### config.mk
export PLATFORM = sky130hd
export DESIGN_NAME = priority_decoder_flat
export DESIGN_NICKNAME = d
export VERILOG_FILES = /design/src/rtl/priority_decoder_if.sv /design/src/rtl/priority_decoder.sv /design/src/flat_wrapper.sv
export SDC_FILE = /design/constraint.sdc
export NUM_CORES = 1
export LEC_CHECK = 0
export ABC_CLOCK_PERIOD_IN_PS = 2150
export BUFFER_PORTS_ARGS = -buffer_cell sky130_fd_sc_hd__buf_2
export CAP_MARGIN = 20
export CORE_UTILIZATION = 56
export DETAILED_ROUTE_END_ITERATION = 10
export PLACE_DENSITY = 0.78
export SLEW_MARGIN = 0
export SYNTH_ARGS = -nofsm -noshare
export SYNTH_HDL_FRONTEND = slang
export SYNTH_SLANG_ARGS = --single-unit
### constraint.sdc
create_clock -name clk_i -period 2.15 [get_ports clk_i]
set_input_delay 0.1075 -clock clk_i [delete_from_list [all_inputs] [get_ports clk_i]]
set_output_delay 0.1075 -clock clk_i [all_outputs]
set_load 0.01 [all_outputs]
### src/rtl/priority_decoder_if.sv
// Bus between the priority encoder output stage and the priority decoder.
// The master drives the one-hot masks; the slave returns the rebuilt range.
interface priority_decoder_if #(
    parameter int WIDTH = 7
);
    localparam int IDXW = $clog2(WIDTH);

    logic [WIDTH-1:0] data_left_i;
    logic [WIDTH-1:0] data_right_i;
    logic             data_val_i;
    logic             busy_o;
    logic [WIDTH-1:0] data_o;
    logic [IDXW-1:0]  idx_left_o;
    logic [IDXW-1:0]  idx_right_o;
    logic             error_o;
    logic             data_val_o;

    modport master (
        output data_left_i, data_right_i, data_val_i,
        input  busy_o, data_o, idx_left_o, idx_right_o, error_o, data_val_o
    );

    modport slave (
        input  data_left_i, data_right_i, data_val_i,
        output busy_o, data_o, idx_left_o, idx_right_o, error_o, data_val_o
    );
endinterface

### src/rtl/priority_decoder.sv
// Rebuilds the inclusive range mask between the encoder's right-most and
// left-most one-hot masks, scanning one bit per clock, and flags bad input.
module priority_decoder #(
    parameter int WIDTH = 7
) (
    input logic                clk_i,
    input logic                rst_i,
    priority_decoder_if.slave  bus
);
    localparam int IDXW = $clog2(WIDTH);
    localparam logic [IDXW-1:0] LAST_BIT = IDXW'(WIDTH - 1);

    typedef enum logic [1:0] {IDLE, SCAN, DONE} state_t;

    state_t           state_q, state_d;
    logic [WIDTH-1:0] left_q, left_d, right_q, right_d;
    logic [WIDTH-1:0] range_q, range_d;
    logic [IDXW-1:0]  cnt_q, cnt_d;
    logic [IDXW-1:0]  l_idx_q, l_idx_d, r_idx_q, r_idx_d;
    logic [1:0]       l_cnt_q, l_cnt_d, r_cnt_q, r_cnt_d;
    logic             l_seen_q, l_seen_d, r_seen_q, r_seen_d;
    logic             busy_q, busy_d, val_q, val_d, error_q, error_d;
    logic [WIDTH-1:0] data_q, data_d;
    logic [IDXW-1:0]  idx_left_q, idx_left_d, idx_right_q, idx_right_d;

    logic l_hit, r_hit, empty, err;

    assign l_hit = left_q[cnt_q];
    assign r_hit = right_q[cnt_q];
    // Both masks empty is the encoder's legal "no bits set" case, not an error.
    assign empty = (l_cnt_q == 2'd0) && (r_cnt_q == 2'd0);
    assign err   = !empty && ((l_cnt_q != 2'd1) || (r_cnt_q != 2'd1) || (l_idx_q < r_idx_q));

    always_comb begin
        // NOTE: every variable gets a default first so no path can infer a latch.
        state_d     = state_q;
        left_d      = left_q;
        right_d     = right_q;
        range_d     = range_q;
        cnt_d       = cnt_q;
        l_idx_d     = l_idx_q;
        r_idx_d     = r_idx_q;
        l_cnt_d     = l_cnt_q;
        r_cnt_d     = r_cnt_q;
        l_seen_d    = l_seen_q;
        r_seen_d    = r_seen_q;
        busy_d      = busy_q;
        val_d       = 1'b0;
        error_d     = error_q;
        data_d      = data_q;
        idx_left_d  = idx_left_q;
        idx_right_d = idx_right_q;

        unique case (state_q)
            IDLE: begin
                if (bus.data_val_i) begin
                    left_d   = bus.data_left_i;
                    right_d  = bus.data_right_i;
                    range_d  = '0;
                    cnt_d    = '0;
                    l_idx_d  = '0;
                    r_idx_d  = '0;
                    l_cnt_d  = 2'd0;
                    r_cnt_d  = 2'd0;
                    l_seen_d = 1'b0;
                    r_seen_d = 1'b0;
                    busy_d   = 1'b1;
                    state_d  = SCAN;
                end
            end
            SCAN: begin
                if (r_hit) begin
                    r_seen_d = 1'b1;
                    r_idx_d  = cnt_q;
                    if (r_cnt_q != 2'd2) r_cnt_d = r_cnt_q + 2'd1;
                end
                if (l_hit) begin
                    l_idx_d = cnt_q;
                    if (l_cnt_q != 2'd2) l_cnt_d = l_cnt_q + 2'd1;
                end
                // The left bit itself is inside the range; only bits above it are excluded.
                range_d[cnt_q] = (r_seen_q | r_hit) & ~l_seen_q;
                l_seen_d       = l_seen_q | l_hit;
                if (cnt_q == LAST_BIT) state_d = DONE;
                else                   cnt_d   = cnt_q + 1'b1;
            end
            DONE: begin
                val_d   = 1'b1;
                busy_d  = 1'b0;
                error_d = err;
                if (err || empty) begin
                    data_d      = '0;
                    idx_left_d  = '0;
                    idx_right_d = '0;
                end else begin
                    data_d      = range_q;
                    idx_left_d  = l_idx_q;
                    idx_right_d = r_idx_q;
                end
                state_d = IDLE;
            end
            default: state_d = IDLE;
        endcase
    end

    always_ff @(posedge clk_i or posedge rst_i) begin
        if (rst_i) begin
            state_q     <= IDLE;
            left_q      <= '0;
            right_q     <= '0;
            range_q     <= '0;
            cnt_q       <= '0;
            l_idx_q     <= '0;
            r_idx_q     <= '0;
            l_cnt_q     <= 2'd0;
            r_cnt_q     <= 2'd0;
            l_seen_q    <= 1'b0;
            r_seen_q    <= 1'b0;
            busy_q      <= 1'b0;
            val_q       <= 1'b0;
            error_q     <= 1'b0;
            data_q      <= '0;
            idx_left_q  <= '0;
            idx_right_q <= '0;
        end else begin
            // NOTE: non-blocking assignments so every register samples pre-edge values.
            state_q     <= state_d;
            left_q      <= left_d;
            right_q     <= right_d;
            range_q     <= range_d;
            cnt_q       <= cnt_d;
            l_idx_q     <= l_idx_d;
            r_idx_q     <= r_idx_d;
            l_cnt_q     <= l_cnt_d;
            r_cnt_q     <= r_cnt_d;
            l_seen_q    <= l_seen_d;
            r_seen_q    <= r_seen_d;
            busy_q      <= busy_d;
            val_q       <= val_d;
            error_q     <= error_d;
            data_q      <= data_d;
            idx_left_q  <= idx_left_d;
            idx_right_q <= idx_right_d;
        end
    end

    assign bus.busy_o      = busy_q;
    assign bus.data_val_o  = val_q;
    assign bus.error_o     = error_q;
    assign bus.data_o      = data_q;
    assign bus.idx_left_o  = idx_left_q;
    assign bus.idx_right_o = idx_right_q;
endmodule

### src/flat_wrapper.sv
// flat-port wrapper written by rule: the top's interface ports become plain ports
module priority_decoder_flat 
#(
    parameter int WIDTH = 7
)
  (clk_i, rst_i, bus_data_left_i, bus_data_right_i, bus_data_val_i, bus_busy_o, bus_data_o, bus_idx_left_o, bus_idx_right_o, bus_error_o, bus_data_val_o);
  priority_decoder_if #(.WIDTH(WIDTH)) bus_i ();
  input logic clk_i;
  input logic rst_i;
  input wire logic [$bits(bus_i.data_left_i)-1:0] bus_data_left_i;
  input wire logic [$bits(bus_i.data_right_i)-1:0] bus_data_right_i;
  input wire logic [$bits(bus_i.data_val_i)-1:0] bus_data_val_i;
  output wire logic [$bits(bus_i.busy_o)-1:0] bus_busy_o;
  output wire logic [$bits(bus_i.data_o)-1:0] bus_data_o;
  output wire logic [$bits(bus_i.idx_left_o)-1:0] bus_idx_left_o;
  output wire logic [$bits(bus_i.idx_right_o)-1:0] bus_idx_right_o;
  output wire logic [$bits(bus_i.error_o)-1:0] bus_error_o;
  output wire logic [$bits(bus_i.data_val_o)-1:0] bus_data_val_o;
  assign bus_i.data_left_i = bus_data_left_i;
  assign bus_i.data_right_i = bus_data_right_i;
  assign bus_i.data_val_i = bus_data_val_i;
  assign bus_busy_o = bus_i.busy_o;
  assign bus_data_o = bus_i.data_o;
  assign bus_idx_left_o = bus_i.idx_left_o;
  assign bus_idx_right_o = bus_i.idx_right_o;
  assign bus_error_o = bus_i.error_o;
  assign bus_data_val_o = bus_i.data_val_o;
  priority_decoder #(.WIDTH(WIDTH)) u_core (.clk_i(clk_i), .rst_i(rst_i), .bus(bus_i));
endmodule
==> After elaboration in Yosys (flattened, before gate mapping) <==
Index checks and enable logic that the tools add are counted.
{ "op_classes": {"n_mux": 36, "bitwise": 4, "reduce_logical": 21, "add_sub_neg": 3, "order_cmp": 3, "eq_ne": 14} }
{ "ops": {"columns": ["op", "n"], "rows": [
  ["2-to-1 mux 3 bit", 6],
  ["case mux 3 bit (2 select lines)", 3],
  ["2-to-1 mux 2 bit", 7],
  ["2-to-1 mux 7 bit", 2],
  ["inequality test 2 x 1 -> 1 bit, second input constant", 7],
  ["case mux 7 bit (2 select lines)", 1],
  ["case mux 2 bit (2 select lines)", 3],
  ["AND reduction 3 bit", 3],
  ["inequality test 2 bit, second input constant", 4],
  ["AND reduction 2 bit", 4],
  ["AND reduction 4 bit", 2],
  ["bitwise mux 7 bit", 1],
  ["2-to-1 mux 1 bit", 7],
  ["binary-select mux 1 bit (select 3 bit)", 2],
  ["logical NOT 2 bit", 3],
  ["case mux 1 bit (2 select lines)", 3],
  ["adder 2 x 1 -> 2 bit, second input constant", 2],
  ["< comparator 3 x 4 -> 1 bit, second input constant", 1],
  ["nonzero test 2 bit", 2],
  ["adder 3 x 1 -> 3 bit, second input constant", 1],
  ["demux 1 bit (select 3 bit)", 1],
  ["== test 3 bit, second input constant", 1],
  ["greater-or-equal comparator 3 x 1 -> 1 bit, second input constant", 1],
  ["logical AND 1 bit", 3],
  ["other kinds (8)", 11]
]} }
{ "totals": {"regBits": 54, "wordCells": 98} }

==> Longest topological paths before layout <==
{ "logic_depth": {"ltp_word": 6, "ltp_mapped": 7} }

==> Least setup slack after synthesis <==
Ideal clock, no wire load.
{ "synth_timing": {"path_type": "reg2reg", "startpoint": "register u_core.cnt_q[1]", "endpoint": "register u_core.range_q[1]", "synth_period_minus_slack_ps": 1799, "t_arrival_ps": 1673, "path_stages_with_launch": 7, "setup_time_ps": 126, "required_ps": 2024, "slack_ps": 351, "path_cell_list": "dfrtp_1 buf_6 mux2_4 a32o_1 a211o_2 o21bai_4 o21ai_1"} }
{ "synth_via": {"elab_chain_len": 6} }
{ "synth_lines": {"columns": ["item", "line", "rtl"], "rows": [
  ["start: declaration", "priority_decoder.sv:18", "logic [IDXW-1:0] cnt_q, cnt_d;"],
  ["start signal: assignment", "priority_decoder.sv:131", "cnt_q <= cnt_d;"],
  ["< comparator 3 x 4 -> 1 bit (implied by the code), or another cell as far along", "priority_decoder.sv:82", "range_d[cnt_q] = (r_seen_q | r_hit) & ~l_seen_q;"],
  ["logical AND 1 bit (implied by the code) or 2-to-1 mux 1 bit (tied branches)", "priority_decoder.sv:82, priority_decoder.sv:29", null],
  ["2-to-1 mux 1 bit (implied by the code) or OR 1 bit (tied branches)", "priority_decoder.sv:82", null],
  ["demux 1 bit (select 3 bit) or AND 1 bit (tied branches)", null, null],
  ["bitwise mux 7 bit *", "priority_decoder.sv:82", null],
  ["case mux 7 bit (2 select lines) *", "priority_decoder.sv:54", "unique case (state_q)"],
  ["end signal: assignment", "priority_decoder.sv:130", "range_q <= range_d;"],
  ["end: declaration", "priority_decoder.sv:17", "logic [WIDTH-1:0] range_q, range_d;"]
]} }
Mark *: on every way between the ends. The rest lies on a longest branch, timed or not. The select of a mux whose other input is x is not followed.
A chain may end at the register's enable or synchronous reset.

==> Worst setup path after layout <==
{ "layout_timing": {"startpoint": "register u_core.cnt_q[0]", "endpoint": "register u_core.r_idx_q[2]"} }
{ "layout_via": {"elab_chain_len": 4} }
{ "layout_lines": {"columns": ["item", "line", "rtl"], "rows": [
  ["binary-select mux 1 bit (select 3 bit)", "priority_decoder.sv:29", "assign r_hit = right_q[cnt_q];"],
  ["2-to-1 mux 1 bit (implied by the code)", "priority_decoder.sv:29", null],
  ["inequality test 2 x 1 -> 1 bit (no source line)", null, null],
  ["AND reduction 3 bit (no source line)", null, null],
  ["end signal: assignment", "priority_decoder.sv:133", "r_idx_q <= r_idx_d;"],
  ["end: declaration", "priority_decoder.sv:19", "logic [IDXW-1:0] l_idx_q, l_idx_d, r_idx_q, r_idx_d;"]
]} }
Every way passes these cells. The select of a mux whose other input is x is not followed.

==> impl_metrics.tcl <==
set metrics [dict create \
    outcome "finished clean" \
    power.density_mw_per_mm2 1230 \
    irDropWorstVdd_mv 0.660 \
    synth-main-ff-cell "dfrtp_1" \
    cts_htree_levels 2 \
    die_h_microns 68.0 \
    antenna_found_initial 0 \
    grtUsageTotal_pct 23.9 \
    setup-violations-final 0 \
    max_slew_margin_pct 62.2 \
    async_flop_share_pct 100 \
    dr.pass1.iters 4 \
    crit_type "flip-flop to flip-flop" \
    arrival_ns 2.15 \
    antenna_cells 0 \
    grt_pass1_wl_microns 8020 \
    p_leak_nw 1.52 \
    rr_worst_depth 5 \
    yosysTopAreaCellShare_pct 55.3 \
    finalCriticalPeriod_ns 1.92 \
    maxCapViolCount 0 \
    r2r-end "u_core.r_idx_q[2]$_DFFE_PP0P_" \
    cts_max_path_buffers 2 \
    drt_drc_violations_left 0 \
    drtAntennaViolNets 0 \
    cts-resized-gates 0 \
    hold_viol_final 0 \
    area.growth.synth_to_final_pct 19.7 \
    reg2reg_from "u_core.cnt_q[0]$_DFFE_PP0P_" \
    finalNetCount 317 \
    fmax_ghz 0.521 \
    rrSetupSlack_ns 0.23 \
    final_cell_mix "66 x nand2_1, 54 x dfrtp_1, 32 x buf_2, 15 x dlygate4sd3_1, 14 x a22o_1" \
    rows 23 \
    start_util_pct 59.8 \
    synth_area_sq_mm 0.00244 \
    cts.sink_count 54 \
    yosysUniqueCellTypes 38 \
    synth_nets 265 \
    final_area_sq_mm 0.00292 \
    synth-seq-cells 54 \
    netlist.top_cell.by_area "dfrtp_1" \
    grt_overflow 0 \
    ys_warn_count 0 \
    hpwl_microns 3260 \
    required_ns 2.38 \
    setup_tns_ns 0 \
    critPathLaunchType "flip-flop" \
    critPathCaptureType "flip-flop" \
    via_per_inst 5.30 \
    synthTopCellsByArea "dfrtp_1 55%, nand2_1 10%, ha_1 5.1%, a22o_1 5.0%, nand3_1 2.7%" \
    fin_crit_sh_pct 89.2 \
    syn_avg_cell_area_sq_um 10.3 \
    route.detailed.wl_per_inst_microns 13.4 \
    layout_commonest_cell "nand2_1" \
    worstMarginPinSlew_ns 0.565 \
    synth_edf_count 0 \
    gp_congestion 0.801 \
    rsz0062_at_grt "false" \
    grt_start_max_net_pins 20 \
    hold_class "primary input to asynchronous set/reset pin" \
    worstSkewPairLatency_ns 0.31 \
    io_pins 33 \
    first_iter_violations 95 \
    seq_area_frac_synth_pct 55.3 \
    cts_tree "done" \
    drt-total-wl_microns 4580 \
    via_count 1809 \
    dieArea_sq_mm 0.00463 \
    die_x_microns 68.0 \
    final_core_util_pct 71.5 \
    netlist_instances 238 \
    drive_gt1_share_pct 20.3 \
    cts_setup_buffers 0 \
    coreArea_sq_mm 0.00409 \
    drv_slew 0 \
    ctsRootBufferMaster "clkbuf_8" \
    crit_fanout 8 \
    cts_buffers 5 \
    first_global_vias 1884 \
    skew_ns 0.0108 \
    port_buffers 32 \
    path_clk_slew_ns 0.10 \
    dpl_cell_area_sq_mm 0.00268 \
]
-- worst max path at each step --
stage | from | end | slack (ns) | depth (start not counted)
floorplan | u_core.cnt_q[1]$_DFFE_PP0P_ | u_core.range_q[1]$_DFFE_PP0P_ | 0.35 | 6
global placement | u_core.cnt_q[0]$_DFFE_PP0P_ | u_core.range_q[2]$_DFFE_PP0P_ | 0.31 | 5
detailed placement | u_core.cnt_q[0]$_DFFE_PP0P_ | u_core.range_q[3]$_DFFE_PP0P_ | 0.26 | 5
CTS | u_core.cnt_q[0]$_DFFE_PP0P_ | u_core.r_idx_q[2]$_DFFE_PP0P_ | 0.22 | 5
global route | u_core.cnt_q[0]$_DFFE_PP0P_ | u_core.r_idx_q[2]$_DFFE_PP0P_ | 0.14 | 5
finish | u_core.cnt_q[0]$_DFFE_PP0P_ | u_core.r_idx_q[2]$_DFFE_PP0P_ | 0.23 | 5
-- through the flow --
step	setup WS (ns)	hold slack (ns)	power (mW)	cells
floorplan	0.351	0.213	2.65	238
global placement	0.314	0.103	2.97	318
detailed placement	0.256	0.106	3.04	318
CTS	0.224	0.311	3.62	341
global route	0.137	0.348	3.92	341
finish	0.232	0.307	3.59	341
-- synthesized netlist by cell type (2+ instances only) --
cell type  count
a22o_1        14
inv_1         13
o31ai_1        3
nand2_1       66
ha_1          10
clkbuf_1       8
o21ai_0        2
nor2b_1        3
dfrtp_1       54
mux2_2         2
o21ai_1        7
nand2b_1       3
a21oi_1        5
and3_1         2
nor3_1         2
mux2i_1        5
o311ai_1       2
o2111ai_1      2
nand3_1       13
nor2_1         4
-- flip-flops by register name (all words and copies together) (netlist names), 2 cells and up --
name / count
u_core.bus.data_o: 7
u_core.left_q: 7
u_core.range_q: 7
u_core.right_q: 7
u_core.bus.idx_left_o: 3
u_core.bus.idx_right_o: 3
u_core.cnt_q: 3
u_core.l_idx_q: 3
u_core.r_idx_q: 3
u_core.l_cnt_q: 2
u_core.r_cnt_q: 2
u_core.state_q: 2
-- where the power goes --
group | internal [mW] | total (mW) | switching, mW
registers | 1.35 | 1.59 | 0.242
clock network | 0.229 | 0.556 | 0.327
logic | 0.628 | 1.45 | 0.819
total | 2.20 | 3.59 | 1.39
-- metal layers --
layer	vias up	share of wire [%]	global-route usage, %
met1	857	46	26.5
met2	34	50	43.4
met4	0	1.4	9.38
met5	-	0	0
li1	912	-	-
met3	6	3.1	6.00
-- kinds of logic (layout without fill, tap and decap cells) --
family / after synthesis / in the layout / synth area share (%)
compound gates: 41 / 41 / 13.0
fa+ha+maj: 10 / 10 / 5.12
buf+inv: 25 / 78 / 4.35
flops: 54 / 54 / 55.3
mux: 10 / 10 / 4.97
simple gates: 98 / 98 / 17.2
-- worst max-delay path, cell delays in order, from the launching register on --
cell	delay, ns
dfrtp_1	0.51
mux2_2	0.37
a32o_1	0.21
a211o_2	0.38
nand2_2	0.15
mux2i_1	0.20
-- repair_timing --
action / CTS / global route
hold endpoints to repair: 31 / 0
setup endpoints to repair: 0 / 0
hold buffers: 15 / 0
-- layout make-up --
cell class,count,area (sq um)
inverter,13,48.8
clock inverter,3,21.3
sequential,54,1350
fill,325,1160
clock buffer,5,68.8
multi-input combinational,159,985
timing repair buffer,57,385
tap,50,62.6
No activity file was read; power rests on OpenSTA's default activity.
